<file path="src/rtl/sevenseg_pkg.sv">
// Shared seven-segment tables and types for the encode and capture directions.
// Segment order is {a,b,c,d,e,f,g}, active high.
package sevenseg_pkg;

  localparam logic [6:0] SEG_0 = 7'h7E;
  localparam logic [6:0] SEG_1 = 7'h30;
  localparam logic [6:0] SEG_2 = 7'h6D;
  localparam logic [6:0] SEG_3 = 7'h79;
  localparam logic [6:0] SEG_4 = 7'h33;
  localparam logic [6:0] SEG_5 = 7'h5B;
  localparam logic [6:0] SEG_6 = 7'h5F;
  localparam logic [6:0] SEG_7 = 7'h70;
  localparam logic [6:0] SEG_8 = 7'h7F;
  localparam logic [6:0] SEG_9 = 7'h7B;

  localparam logic [3:0] BCD_BAD = 4'hF;

  typedef struct packed {
    logic bad_pat;
    logic multi;
    logic ovf;
  } err_t;

  function automatic logic [6:0] bcd_to_seg(input logic [3:0] bcd);
    logic [6:0] seg;
    case (bcd)
      4'd0:    seg = SEG_0;
      4'd1:    seg = SEG_1;
      4'd2:    seg = SEG_2;
      4'd3:    seg = SEG_3;
      4'd4:    seg = SEG_4;
      4'd5:    seg = SEG_5;
      4'd6:    seg = SEG_6;
      4'd7:    seg = SEG_7;
      4'd8:    seg = SEG_8;
      4'd9:    seg = SEG_9;
      default: seg = 7'h00;
    endcase
    return seg;
  endfunction

endpackage

</file>
<file path="src/rtl/sevenseg_to_bcd.sv">
// Combinational segment-pattern to BCD lookup; ok_o low for anything outside 0..9.
module sevenseg_to_bcd
  import sevenseg_pkg::*;
(
  input  logic [6:0] seg_i,
  output logic       ok_o,
  output logic [3:0] bcd_o
);

  always_comb begin
    ok_o  = 1'b1;
    bcd_o = BCD_BAD;
    case (seg_i)
      SEG_0:   bcd_o = 4'd0;
      SEG_1:   bcd_o = 4'd1;
      SEG_2:   bcd_o = 4'd2;
      SEG_3:   bcd_o = 4'd3;
      SEG_4:   bcd_o = 4'd4;
      SEG_5:   bcd_o = 4'd5;
      SEG_6:   bcd_o = 4'd6;
      SEG_7:   bcd_o = 4'd7;
      SEG_8:   bcd_o = 4'd8;
      SEG_9:   bcd_o = 4'd9;
      default: ok_o  = 1'b0;
    endcase
  end

endmodule

</file>
<file path="src/rtl/sevenseg_capture.sv">
// Recovers per-digit BCD values from a multiplexed seven-segment bus and
// reports digit changes through a one-deep valid/ready event register.
module sevenseg_capture
  import sevenseg_pkg::*;
#(
  parameter int NDIG          = 4,
  parameter int STABLE_CYCLES = 8
) (
  input  logic                    clk,
  input  logic                    rst_n,
  input  logic [6:0]              seg_in,
  input  logic [NDIG-1:0]         an_in,
  output logic [4*NDIG-1:0]       digits,
  output logic [NDIG-1:0]         digit_vld,
  output logic                    ev_valid,
  input  logic                    ev_ready,
  output logic [$clog2(NDIG)-1:0] ev_idx,
  output logic [3:0]              ev_val,
  input  logic                    clear_err,
  output logic                    err_bad_pat,
  output logic                    err_multi,
  output logic                    err_ovf
);

  localparam int SW = NDIG + 7;
  localparam int IW = $clog2(NDIG);
  localparam int CW = $clog2(STABLE_CYCLES);
  localparam logic [CW-1:0] CNT_MAX = CW'(STABLE_CYCLES - 1);

  logic [SW-1:0]           s1_q, s2_q, prev_q;
  logic [CW-1:0]           cnt_q, cnt_d;
  logic                    cap_q, cap_d;
  logic [NDIG-1:0][3:0]    dig_q, dig_d;
  logic [NDIG-1:0]         vld_q, vld_d;
  logic                    ev_valid_q, ev_valid_d;
  logic [IW-1:0]           ev_idx_q, ev_idx_d;
  logic [3:0]              ev_val_q, ev_val_d;
  err_t                    err_q, err_d, err_set;

  logic [NDIG-1:0]         an_s;
  logic [6:0]              seg_s;
  logic                    dec_ok;
  logic [3:0]              dec_bcd;
  logic                    an_any, an_multi;
  logic [IW-1:0]           an_idx;
  logic                    new_ev;
  logic [IW-1:0]           new_idx;
  logic [3:0]              new_val;

  // After a stable window prev_q holds the settled sample, so decode from it.
  assign an_s  = prev_q[SW-1:7];
  assign seg_s = prev_q[6:0];

  sevenseg_to_bcd u_dec (
    .seg_i (seg_s),
    .ok_o  (dec_ok),
    .bcd_o (dec_bcd)
  );

  // Stability counter; the capture pulse fires only on the cycle cnt reaches its ceiling.
  always_comb begin
    cnt_d = cnt_q;
    if (s2_q != prev_q)      cnt_d = '0;
    else if (cnt_q != CNT_MAX) cnt_d = cnt_q + CW'(1);
    cap_d = (cnt_d == CNT_MAX) && (cnt_q != CNT_MAX);
  end

  always_comb begin
    an_any   = |an_s;
    an_multi = |(an_s & (an_s - NDIG'(1)));
    an_idx   = '0;
    for (int i = 0; i < NDIG; i++)
      if (an_s[i]) an_idx = IW'(i);
  end

  always_comb begin
    dig_d   = dig_q;
    vld_d   = vld_q;
    err_set = '0;
    new_ev  = 1'b0;
    new_idx = an_idx;
    new_val = dec_bcd;
    if (cap_q && an_any) begin
      if (an_multi) begin
        err_set.multi = 1'b1;
      end else if (dec_ok) begin
        dig_d[an_idx] = dec_bcd;
        vld_d[an_idx] = 1'b1;
        new_ev        = !vld_q[an_idx] || (dig_q[an_idx] != dec_bcd);
      end else begin
        vld_d[an_idx]   = 1'b0;
        err_set.bad_pat = 1'b1;
        new_ev          = vld_q[an_idx];
        new_val         = BCD_BAD;
      end
    end
  end

  // A pop in the same cycle frees the slot, so a new event can replace the popped one.
  always_comb begin
    ev_valid_d = ev_valid_q;
    ev_idx_d   = ev_idx_q;
    ev_val_d   = ev_val_q;
    err_d      = err_q & ~{$bits(err_t){clear_err}};
    if (new_ev) begin
      if (!ev_valid_q || ev_ready) begin
        ev_valid_d = 1'b1;
        ev_idx_d   = new_idx;
        ev_val_d   = new_val;
      end else begin
        err_d.ovf = 1'b1;
      end
    end else if (ev_valid_q && ev_ready) begin
      ev_valid_d = 1'b0;
    end
    err_d = err_d | err_set;
  end

  always_ff @(posedge clk or negedge rst_n) begin
    if (!rst_n) begin
      s1_q       <= '0;
      s2_q       <= '0;
      prev_q     <= '0;
      cnt_q      <= '0;
      cap_q      <= 1'b0;
      dig_q      <= '0;
      vld_q      <= '0;
      ev_valid_q <= 1'b0;
      ev_idx_q   <= '0;
      ev_val_q   <= '0;
      err_q      <= '0;
    end else begin
      s1_q       <= {an_in, seg_in};
      s2_q       <= s1_q;
      prev_q     <= s2_q;
      cnt_q      <= cnt_d;
      cap_q      <= cap_d;
      dig_q      <= dig_d;
      vld_q      <= vld_d;
      ev_valid_q <= ev_valid_d;
      ev_idx_q   <= ev_idx_d;
      ev_val_q   <= ev_val_d;
      err_q      <= err_d;
    end
  end

  assign digits      = dig_q;
  assign digit_vld   = vld_q;
  assign ev_valid    = ev_valid_q;
  assign ev_idx      = ev_idx_q;
  assign ev_val      = ev_val_q;
  assign err_bad_pat = err_q.bad_pat;
  assign err_multi   = err_q.multi;
  assign err_ovf     = err_q.ovf;

endmodule

</file>
<file path="config.mk">
export PLATFORM = sky130hd
export DESIGN_NAME = sevenseg_capture
export DESIGN_NICKNAME = d
export VERILOG_FILES = /design/src/rtl/sevenseg_pkg.sv /design/src/rtl/sevenseg_to_bcd.sv /design/src/rtl/sevenseg_capture.sv
export SDC_FILE = /design/constraint.sdc
export NUM_CORES = 1
export LEC_CHECK = 0
export ABC_AREA = 0
export CORE_AREA = 10 10 87 89
export CTS_BUF_LIST = sky130_fd_sc_hd__clkbuf_8
export DETAILED_ROUTE_END_ITERATION = 10
export DIE_AREA = 0 0 97 99
export GPL_TIMING_DRIVEN = 0
export HOLD_SLACK_MARGIN = 0.1
export PLACE_DENSITY = 0.73
export SYNTH_ARGS = -nofsm -noshare
export SYNTH_HDL_FRONTEND = slang
export SYNTH_SLANG_ARGS = --single-unit
export TNS_END_PERCENT = 20
</file>
<file path="constraint.sdc">
create_clock -name clk -period 5.85 [get_ports clk]
set_clock_uncertainty 0.05 [all_clocks]
set_input_delay 1.17 -clock clk [delete_from_list [all_inputs] [get_ports clk]]
set_output_delay 1.17 -clock clk [all_outputs]
set_load 0.05 [all_outputs]
</file>
After elaboration in Yosys (flattened, before gate mapping)
Index checks and enable logic that the tools add are counted.

Add/sub/neg operators: 2. Multipliers: 0. Divide/modulo/power cells: 0. $lt $le $gt $ge: 2. Equality and inequality tests: 15. Shift operators: 0. Mux-type cells: 32. Bitwise gates (word level): 8. Reduce and logical (&&, ||, !) cells: 16.

Operators by type and width (number): 7-bit == test (second input constant) (8); 4-bit case mux with 10 select lines (1); 4-bit 2-to-1 mux (6); 16-bit bitwise mux (1); 1-bit 2-to-1 mux (15); 7-bit by 6-bit == test with 1-bit output (second input constant) (2); 11-bit inequality test (1); 10-bit OR reduction (1); 4-bit bitwise AND (2); 4-bit binary-select mux with 2-bit select (1); 4-bit demux with 2-bit select (1); 4-bit OR reduction (2); 2-bit 2-to-1 mux (3); 3-bit 2-to-1 mux (2); 2-bit AND reduction (3); 1-bit logical AND (4); 4-bit inequality test (1); 4-bit NOT (1); 4-bit OR (1); 4-bit by 1-bit subtractor with 4-bit output (second input constant) (1); 3-bit by 1-bit adder with 3-bit output (second input constant) (1); 3-bit bitwise AND (1); 3-bit == test (second input constant) (1); 2-bit by 3-bit < comparator with 1-bit output (second input constant) (1); 12 further kinds (14).

Bits in registers: 67. Bits in latches: 0. Memory bits (writable): 0. Bits in read-only memories: 0. Input port bits: 15. Output and inout port bits: 30. Word-level logic and storage cells: 91. Memories: 0.

Longest topological paths before layout
Gate-level depths: netlist of the first run.

Depth in word-level cells: 12. Mapped depth: 10. Mapped depth without buffers: 7.

Modules after synthesis
Synthesis of the first run repeated with hierarchy kept, for this count alone.

Cell total of the unflattened synthesis: 234. Area, all modules: 2911.5 sq um.

Modules (own cells, without submodules): sevenseg_capture (instances 1, cells each 203, area an instance 2701.3 sq um); sevenseg_to_bcd (instances 1, cells each 31, area an instance 210.2 sq um).

Worst setup path after synthesis of the first run
Ideal clock, no wire load.

Path type: register -> register. From: register prev_q[1]. To: register ev_idx_q[0], in the netlist ev_idx[0]. Library setup time: 0.125 ns. Arrival: 2.488 ns. Required time: 5.675 ns. Setup slack: 3.187 ns. Stages on the path, launching flop included: 10. Path buffers: 2. Period minus slack after synthesis: 2.663 ns. Cells stage by stage: dfrtp_1 buf_6 or3b_1 a211oi_2 nor3_2 or2_0 a2111o_1 and3_4 buf_6 mux2_4.

Longest elaborated chain between the ends: 8. Elaborated cells on any way between the ends: 19.

RTL lines: start: declaration (RTL line sevenseg_capture.sv:30) `logic [SW-1:0] s1_q, s2_q, prev_q;`; start signal: assignment (RTL line sevenseg_capture.sv:135) `prev_q <= s2_q;`; 7-bit == test / 7-bit by 6-bit == test with 1-bit output (equally long branches) (RTL line sevenseg_to_bcd.sv:13) `case (seg_i)`; 4-bit case mux with 10 select lines (RTL line sevenseg_to_bcd.sv:13); 4-bit inequality test (RTL line sevenseg_capture.sv:89) `new_ev = !vld_q[an_idx] || (dig_q[an_idx] != dec_bcd);`; 1-bit logical OR (RTL line sevenseg_capture.sv:89); 1-bit 2-to-1 mux (*) (RTL line sevenseg_capture.sv:86) `end else if (dec_ok) begin`; 1-bit 2-to-1 mux (*) (RTL line sevenseg_capture.sv:84) `if (an_multi) begin`; 1-bit 2-to-1 mux (*) (RTL line sevenseg_capture.sv:83) `if (cap_q && an_any) begin`; 2-bit AND reduction (no line) (*); end signal: assignment (RTL line sevenseg_capture.sv:141) `ev_idx_q <= ev_idx_d;`; end: declaration (RTL line sevenseg_capture.sv:36) `logic [IW-1:0] ev_idx_q, ev_idx_d;`.

Every way passes the cells marked *; elsewhere a longest branch is shown, timed or not. A chain may end at the register's enable or synchronous reset.

Worst setup path after layout of the first run
Ends and elaborated chain as after synthesis.

==> results of run 1 <==
==> metal layers <==
layer | vias up | GRT usage [%]
met5 | - | 0
met4 | 0 | 4.88
met3 | 11 | 4.75
met2 | 59 | 16.8
met1 | 899 | 14.4
li1 | 919 | -
==> power groups by stage <==
stage,Combinational [mW],Sequential (mW),Clock [mW]
6_report,0.0497,0.480,0.370
4_1_cts,0.0508,0.480,0.377
3_3_place_gp,0.0498,0.489,0
2_1_floorplan,0.0263,0.488,0
5_1_grt,0.0566,0.481,0.398
3_5_place_dp,0.0505,0.489,0
==> synthesized netlist by cell type, types with 2 or more instances <==
cell type,n,area (um^2)
mux2_4,3,45.0
o22a_1,2,17.5
a21o_1,4,30.0
buf_4,2,15.0
nor4_1,3,18.8
a21oi_1,7,35.0
nor3_1,2,10.0
buf_6,2,22.5
mux2_2,13,146
inv_1,8,30.0
nor2_1,15,56.3
mux2i_1,8,80.1
xnor2_1,4,35.0
nand3b_1,2,15.0
o22ai_1,2,12.5
nand3_1,5,25.0
dfrtp_1,67,1680
o21ai_0,14,70.1
nand2_1,13,48.8
buf_2,5,25.0
nor4bb_1,2,20.0
xor2_1,14,123
a31oi_1,3,18.8
or3_1,4,25.0
and3_1,3,18.8
==> metrics by stage <==
step	cells	hold WS [ns]	util [%]	instance area [um^2]	power, mW
after global placement	350	0.282	57.2	3350	0.539
final	366	0.299	60.5	3540	0.900
after global routing	366	0.311	60.5	3540	0.936
after CTS	366	0.301	60.5	3540	0.908
after detailed placement	350	0.285	57.2	3350	0.540
after floorplan	231	0.281	-	2820	0.514
==> cells in the final DEF, fill, tap and decap left out, drive strengths merged, types with 8 or more instances in the layout <==
cell type	Yosys	routed
buf	10	11
clkbuf	1	10
clkdlybuf4s50	0	43
dfrtp	67	67
inv	8	9
mux2	16	16
mux2i	8	8
nand2	13	13
nor2	15	15
o21ai	15	15
xor2	14	14
==> layout make-up <==
type	instances	area [um^2]
clock buffers	9	124
plain buffers	11	70.1
multi-input cells	144	1030
clock inverters	7	70.1
fillers	472	2310
flip-flops and latches	67	1680
inverters	9	33.8
well taps	75	93.8
repair buffers	44	438
==> worst reg2reg max path, cell delays in order, from the launching register on <==
cell and delay (ns):
dfrtp_1 0.37, buf_6 0.14, or3b_1 0.39, a211oi_2 0.28, nor3_2 0.13, or2_0 0.26
a2111o_1 0.47, and3_4 0.21, buf_6 0.13, mux2_4 0.29
==> path summary, 6_finish.rpt <==
kind	endpoint	slack (ns)	cells after the start
min in group asynchronous	ev_val[3]$_DFFE_PN0P_	0.86	1
min	s2_q[7]$_DFF_PN0_	0.30	0
max reg2reg	ev_idx[0]$_DFFE_PN0P_	3.02	9
max	ev_idx[0]$_DFFE_PN0P_	3.02	9
max in group asynchronous	prev_q[1]$_DFF_PN0_	4.36	1
min reg2reg	s2_q[7]$_DFF_PN0_	0.30	0
==> kinds of logic after synthesis <==
| family | synth area share (%) |
|---|---|
| adders and majority gates | 0.444 |
| AOI/OAI and AO/OA | 9.64 |
| buffers and inverters | 3.69 |
| and+or+nand+nor | 11.4 |
| muxes | 9.64 |
| xor gates and xnor gates | 5.60 |
| DFF | 59.6 |
==> state kept, by name, indices dropped and copies added, names as in the netlist, 2 cells and up, named ones only <==
| signal | cells |
|---|---|
| digits | 16 |
| prev_q | 11 |
| s1_q | 11 |
| s2_q | 11 |
| ev_val | 4 |
| cnt_q | 3 |
| ev_idx | 2 |
==> out/results.txt, run 1 <==
The flow ran to the end, and the final reports show no timing, DRC or antenna violations. In this run the tightest slew margin relative to its limit is 46.5%. The overall die area is 9600 um^2. Input and output buffers added on the ports amount to 44. The tools report the clock tree root buffer cell as clkbuf_8.

In this run, the combinational gates consume 5.5% of the power. For the data required time at the worst endpoint, the log shows 6.02 ns. The tools report the maximum vdd drop as 0.000271 V.

Traced cell by cell, the critical path runs through buf_6 -> or3b_1 -> a211oi_2 -> nor3_2 -> or2_0 -> a2111o_1 -> and3_4 -> buf_6 -> mux2_4. The type of the tightest min-delay check was reg2reg. The run gives 48.1% as the starting density of the core. The overall die width came out at 97 um. The primary flip-flop cell chosen by synthesis mapping was dfrtp_1. Yosys printed 0 warnings. The first global-routing pass estimated 8990 um of wire. Data on the critical path arrives at its endpoint at 3.00 ns.

For this run, the total global-route usage over all layers was measured as 11.4%. Class of the most critical setup path: reg2reg. The worst setup path is launched from a register.

A synthesized cell averages 12.2 um^2. Wires add up to 5460 um. The largest net degree at the start of global routing is 68. Counting both buffers and inverters, the worst setup path holds a total of 2. After detailed routing, the average wire length per cell comes to 14.9 um. Max-cap violations in this run came to 0.

For the number of antenna violations at the first check in global routing, the log shows 0. Critical path's top delay family: simple AND/OR/NAND/NOR gates. The highest metal layer carrying signal wires in the routed design is met4. After synthesis the netlist holds a flip-flop and latch count of 67. At the pin with the least slew margin, the transition time is 0.802 ns. The DRC violation total after the first TritonRoute iteration is 90, and the relative area change from synthesis to final layout is 25.8%. Timing analysis after detailed placement gives a worst setup slack of 3.03 ns. After detailed routing, the number of remaining DRC violations is 0. The clock network is responsible for 41.1% of the overall power. The startpoint identified for the worst register-to-register timing path is prev_q[1]$_DFF_PN0_. The tools report the cell internal power dissipation as 690 uW.

Setup violations remaining at the end of the flow were counted as 0. The quantity of gates resized following cts was 0; the leftover overflow at the end of global routing was 0. The worst stage delay on the critical path was 0.47 ns. The count of nets left with antenna violations once routing finished came out at 0.

Of all nets on the critical path, the largest fanout is 10. Net count after synthesis: 247. The pre-antenna-repair detailed-routing pass consisted of 4 iterations. The cell with the largest stage delay on the worst path was a2111o_1. Yosys mapped a number of flops with a built-in enable equal to 0. The worst path in the final design needs a cycle of 2.83 ns, including I/O delays and setup. Of the cells placed in the final design, the portion with a size suffix greater than 1 is 15.5%. The total number of nets in the final design is 302, and the number of standard-cell rows in the floorplan is 28.

In this run the worst setup path begins at prev_q[1]$_DFF_PN0_. The post-synthesis async set-or-reset flop share was 100%. Clock tree synthesis found a total of 67 sinks.

For the fmax, the log shows 354 MHz. Buffers added to address setup during post-CTS repair amount to 0. The number of inserted diodes was 0; the placer congestion estimate was 0.874. Number of vias per cell after detailed routing: 5.16.

Summing every instance area after synthesis gives 2820 um^2. The part of the power in registers is 53.3%. The run gives 0 as the final hold violation count. Clock latency on the worst-skew pair, taken at its later pin, is 0.34 ns.

The areal power density over the cells came out at 254 nW/um^2. The via count of the first global-routing pass was 1823. The met2 wire length came out at 2400 um. Setup repair after global routing left no endpoint under its margin. The run gives 45 as the top-level port count. The proportion of total power due to net switching works out to 23.3%. For the detailed-routing wirelength on met1, the log shows 2580 um.

Counting the buffers created by CTS gives 9. In this run the deepest clock path goes through 2 buffers. Summing the sequential cell areas from Yosys gives 59.6% of the chip area.

The tools report the area of the core region as 5850 um^2. The most numerous cell type found on the critical path is buf_6. After synthesis, the netlist uses 49 different library cells. In this run the static leakage power is 1.62 nW. The run gives 3 as the number of H-tree levels. For this design the total switching power over the nets is 210 uW. The max-slew violation count was 0; the detailed-route via count was 1888. The die outline height was 99 um. STA classifies the critical path endpoint as a register.

The final worst setup slack came out at 3.02 ns. Adding up every negative setup slack in the final design gives 0 ns. In the finished design, the share of the clock period the worst path needs comes to 48.4%.

Wire segments on met3 add up to 380 um in the final route. The clock transition at the register clock pins on the worst setup and hold paths after CTS was 0.07 ns. For the post-synthesis instance total, the log shows 231. In this run the most critical hold path is launched from s1_q[7]$_DFF_PN0_. After legalization and detailed placement, the total HPWL measured 3920 um. TritonCTS built the clock tree.

After clock tree synthesis, the flow added hold-fix buffers numbering 0.
Note: power is estimated with default switching activity, not from simulation.
==> run 2, diff against run 1 <==
Clock period 5.85 ns to 2.9 ns, I/O delays scaled along.
==> out/results.txt, run 2 (synthesized netlist as in run 1, its figures left out) <==
Total power for the finished layout comes to 1.81 mW. In the final layout, flip-flops and latches occupy 1680 um^2. Power spread over the standard cell area amounts to 510 nW/um^2.

The most common cell after layout, fill and taps aside was dfrtp_1. From synthesis to final layout, the design area changed by 26.3%. Across the VDD grid, the largest voltage drop is 0.000542 V.

The run gives 0 as the number of antenna violations at the first check in global routing. Final hold violation count: 0. The share of total power dissipated in sequential elements is 53.4%.

For the via count of the first global-routing pass, the log shows 1823. Once detailed placement completed, the half-perimeter wirelength came to 3920 um. Kind of end point of the critical path: a register. Leaving out filler cells and counting taps, the final layout contains 366. The register with the most flip-flops in the layout has 16 of them.

The number of inserted diodes came out at 0. The floorplan step defined a core boundary enclosing 5850 um^2. The share of cells above drive strength 1 is 16.8%, and the top-level port count is 45. The die covers 9600 um^2. Timing would allow up to 360 MHz.

The first global-routing pass estimated 8990 um of wire. Of the total power, the clock network draws 41.0%. Multi-input logic area: 1050 um^2.

The number of antenna-violating nets in the routed design is 0, and the final total negative setup slack is 0 ns. The clock tree synthesis step divided the H-tree into 3 levels. The length of the first detailed-routing pass in iterations is 4. The tools report the worst slack on hold paths as 0.274 ns. Placer congestion estimate: 0.874. For the placed cell count, the log shows 350. TritonCTS built the clock tree.

The logs give 0.33 ns for the clock network latency to the later pin of the worst-skew pair and 0 for the max-capacitance violation count. In this run the vertical extent of the chip is 99 um. The worst setup path is launched from a register.

The cell internal power dissipation was 1.39 mW; the number of input and output port buffers inserted was 44. The standard cell area after detailed placement is 3350 um^2, and the final period demand of the worst path is 2.78 ns. Setup violations remaining at the end of the flow were counted as 0.

Detailed routing inserted a total of 1895 vias. Combinational logic burns 5.6% of the power. The first routing iteration left 106 violations. The post-route fraction of the period consumed by the critical path was 95.9%; the data arrival time at the worst-slack endpoint was 2.95 ns. Class of the most critical setup path: reg2reg. The final layout contains routed wiring with a total length of 5440 um. The clock passes through at most 2 buffers.

After detailed routing, the number of vias per cell comes to 5.18. At the pin with the least slew margin, the transition time is 0.799 ns. The logs give 0 for the max-slew violation count and 3550 um^2 for the final non-filler cell area.

After layout, the worst setup slack is 0.118 ns. In the layout the commonest cells are dfrtp_1 (67), clkdlybuf4s50_1 (43), xor2_1 (14), nor2_1 (14), o21ai_0 (14). The overall die width was 97 um; the number of hold buffers added after CTS was 0. Switching power summed over all nets: 421 uW. The type of the tightest min-delay check was in2async.

The run gives 0 as the leftover overflow at the end of global routing. The number of remaining DRC errors came out at 0. The clock tree root buffer cell was clkbuf_8.

Buffers inserted during clock tree synthesis total 9. The flow ran to the end, and the final reports show no timing, DRC or antenna violations. In this run switching power makes up 23.2% of total power.

At the end of the flow, the number of nets in the layout was 302. The core utilization of the finished layout is 60.8%. Once the floorplan was initialized, standard cells occupied 48.1% of the core.

Fill cells in the final layout number 471. After clock tree synthesis, the clock-pin slew on the worst setup and hold paths is 0.07 ns. The run gives 0.0829 ns as the worst slack after detailed placement. The largest net degree at the start of global routing is 68, and the detailed-route wire length per cell is 14.9 um. In this run the static leakage power is 1.62 nW. In this run the core area contains 28 standard-cell rows. The logs give 3.07 ns for the data required time at the worst endpoint and 67 for the number of clock sinks. Across every metal layer, demand over resource in global routing totals 11.4%. Measured against its own limit, the worst slew margin works out to 46.7%.

In this run the worst path has a maximum fanout of 10.
run 2: routing by layer:
metal	GRT usage [%]	wire length (um)
met2	16.8	2470
met1	14.4	2530
met5	0	0
met4	4.88	94
met3	4.75	349
run 2: area by class of cell:
cell class	count	share of cell area, %
flip-flops and latches	67	47.2
clock inverters	7	1.97
inverters	9	0.950
clock buffers	9	3.48
repair buffers	44	12.3
multi-input cells	144	29.5
plain buffers	11	1.97
well taps	75	2.64
run 2: path summary, 6_finish.rpt:
| kind | start | endpoint | slack [ns] | cells past startpoint |
|---|---|---|---|---|
| worst max-delay path | prev_q[1]$_DFF_PN0_ | ev_idx[0]$_DFFE_PN0P_ | 0.12 | 9 |
| worst min-delay path | rst_n | ev_val[3]$_DFFE_PN0P_ | 0.27 | 1 |
| worst max register to register | prev_q[1]$_DFF_PN0_ | ev_idx[0]$_DFFE_PN0P_ | 0.12 | 9 |
| worst min register to register | s1_q[7]$_DFF_PN0_ | s2_q[7]$_DFF_PN0_ | 0.30 | 0 |
| max in group asynchronous | rst_n | prev_q[5]$_DFF_PN0_ | 2.00 | 1 |
| min in group clk | s1_q[7]$_DFF_PN0_ | s2_q[7]$_DFF_PN0_ | 0.30 | 0 |
run 2: repair_timing:
action	in CTS	in global routing
endpoints found under the hold margin	0	0
setup endpoints to repair	0	3
buffers inserted	0	0
gates resized for setup	0	4
run 2: worst max-delay path, stage by stage (launching register included):
cell      delay, ns
dfrtp_1        0.37
buf_6          0.14
or3b_1         0.39
a211oi_2       0.25
nor3_2         0.13
or2_0          0.24
a2111o_1       0.48
and3_4         0.21
buf_6          0.13
mux2_4         0.29
run 2: power by group through the flow:
stage / logic (mW) / clock network (mW) / registers, mW
5_1_grt: 0.115 / 0.804 / 0.971
6_report: 0.101 / 0.745 / 0.969
2_1_floorplan: 0.0531 / 0 / 0.984
4_1_cts: 0.102 / 0.760 / 0.969
3_5_place_dp: 0.102 / 0 / 0.987
3_3_place_gp: 0.101 / 0 / 0.986
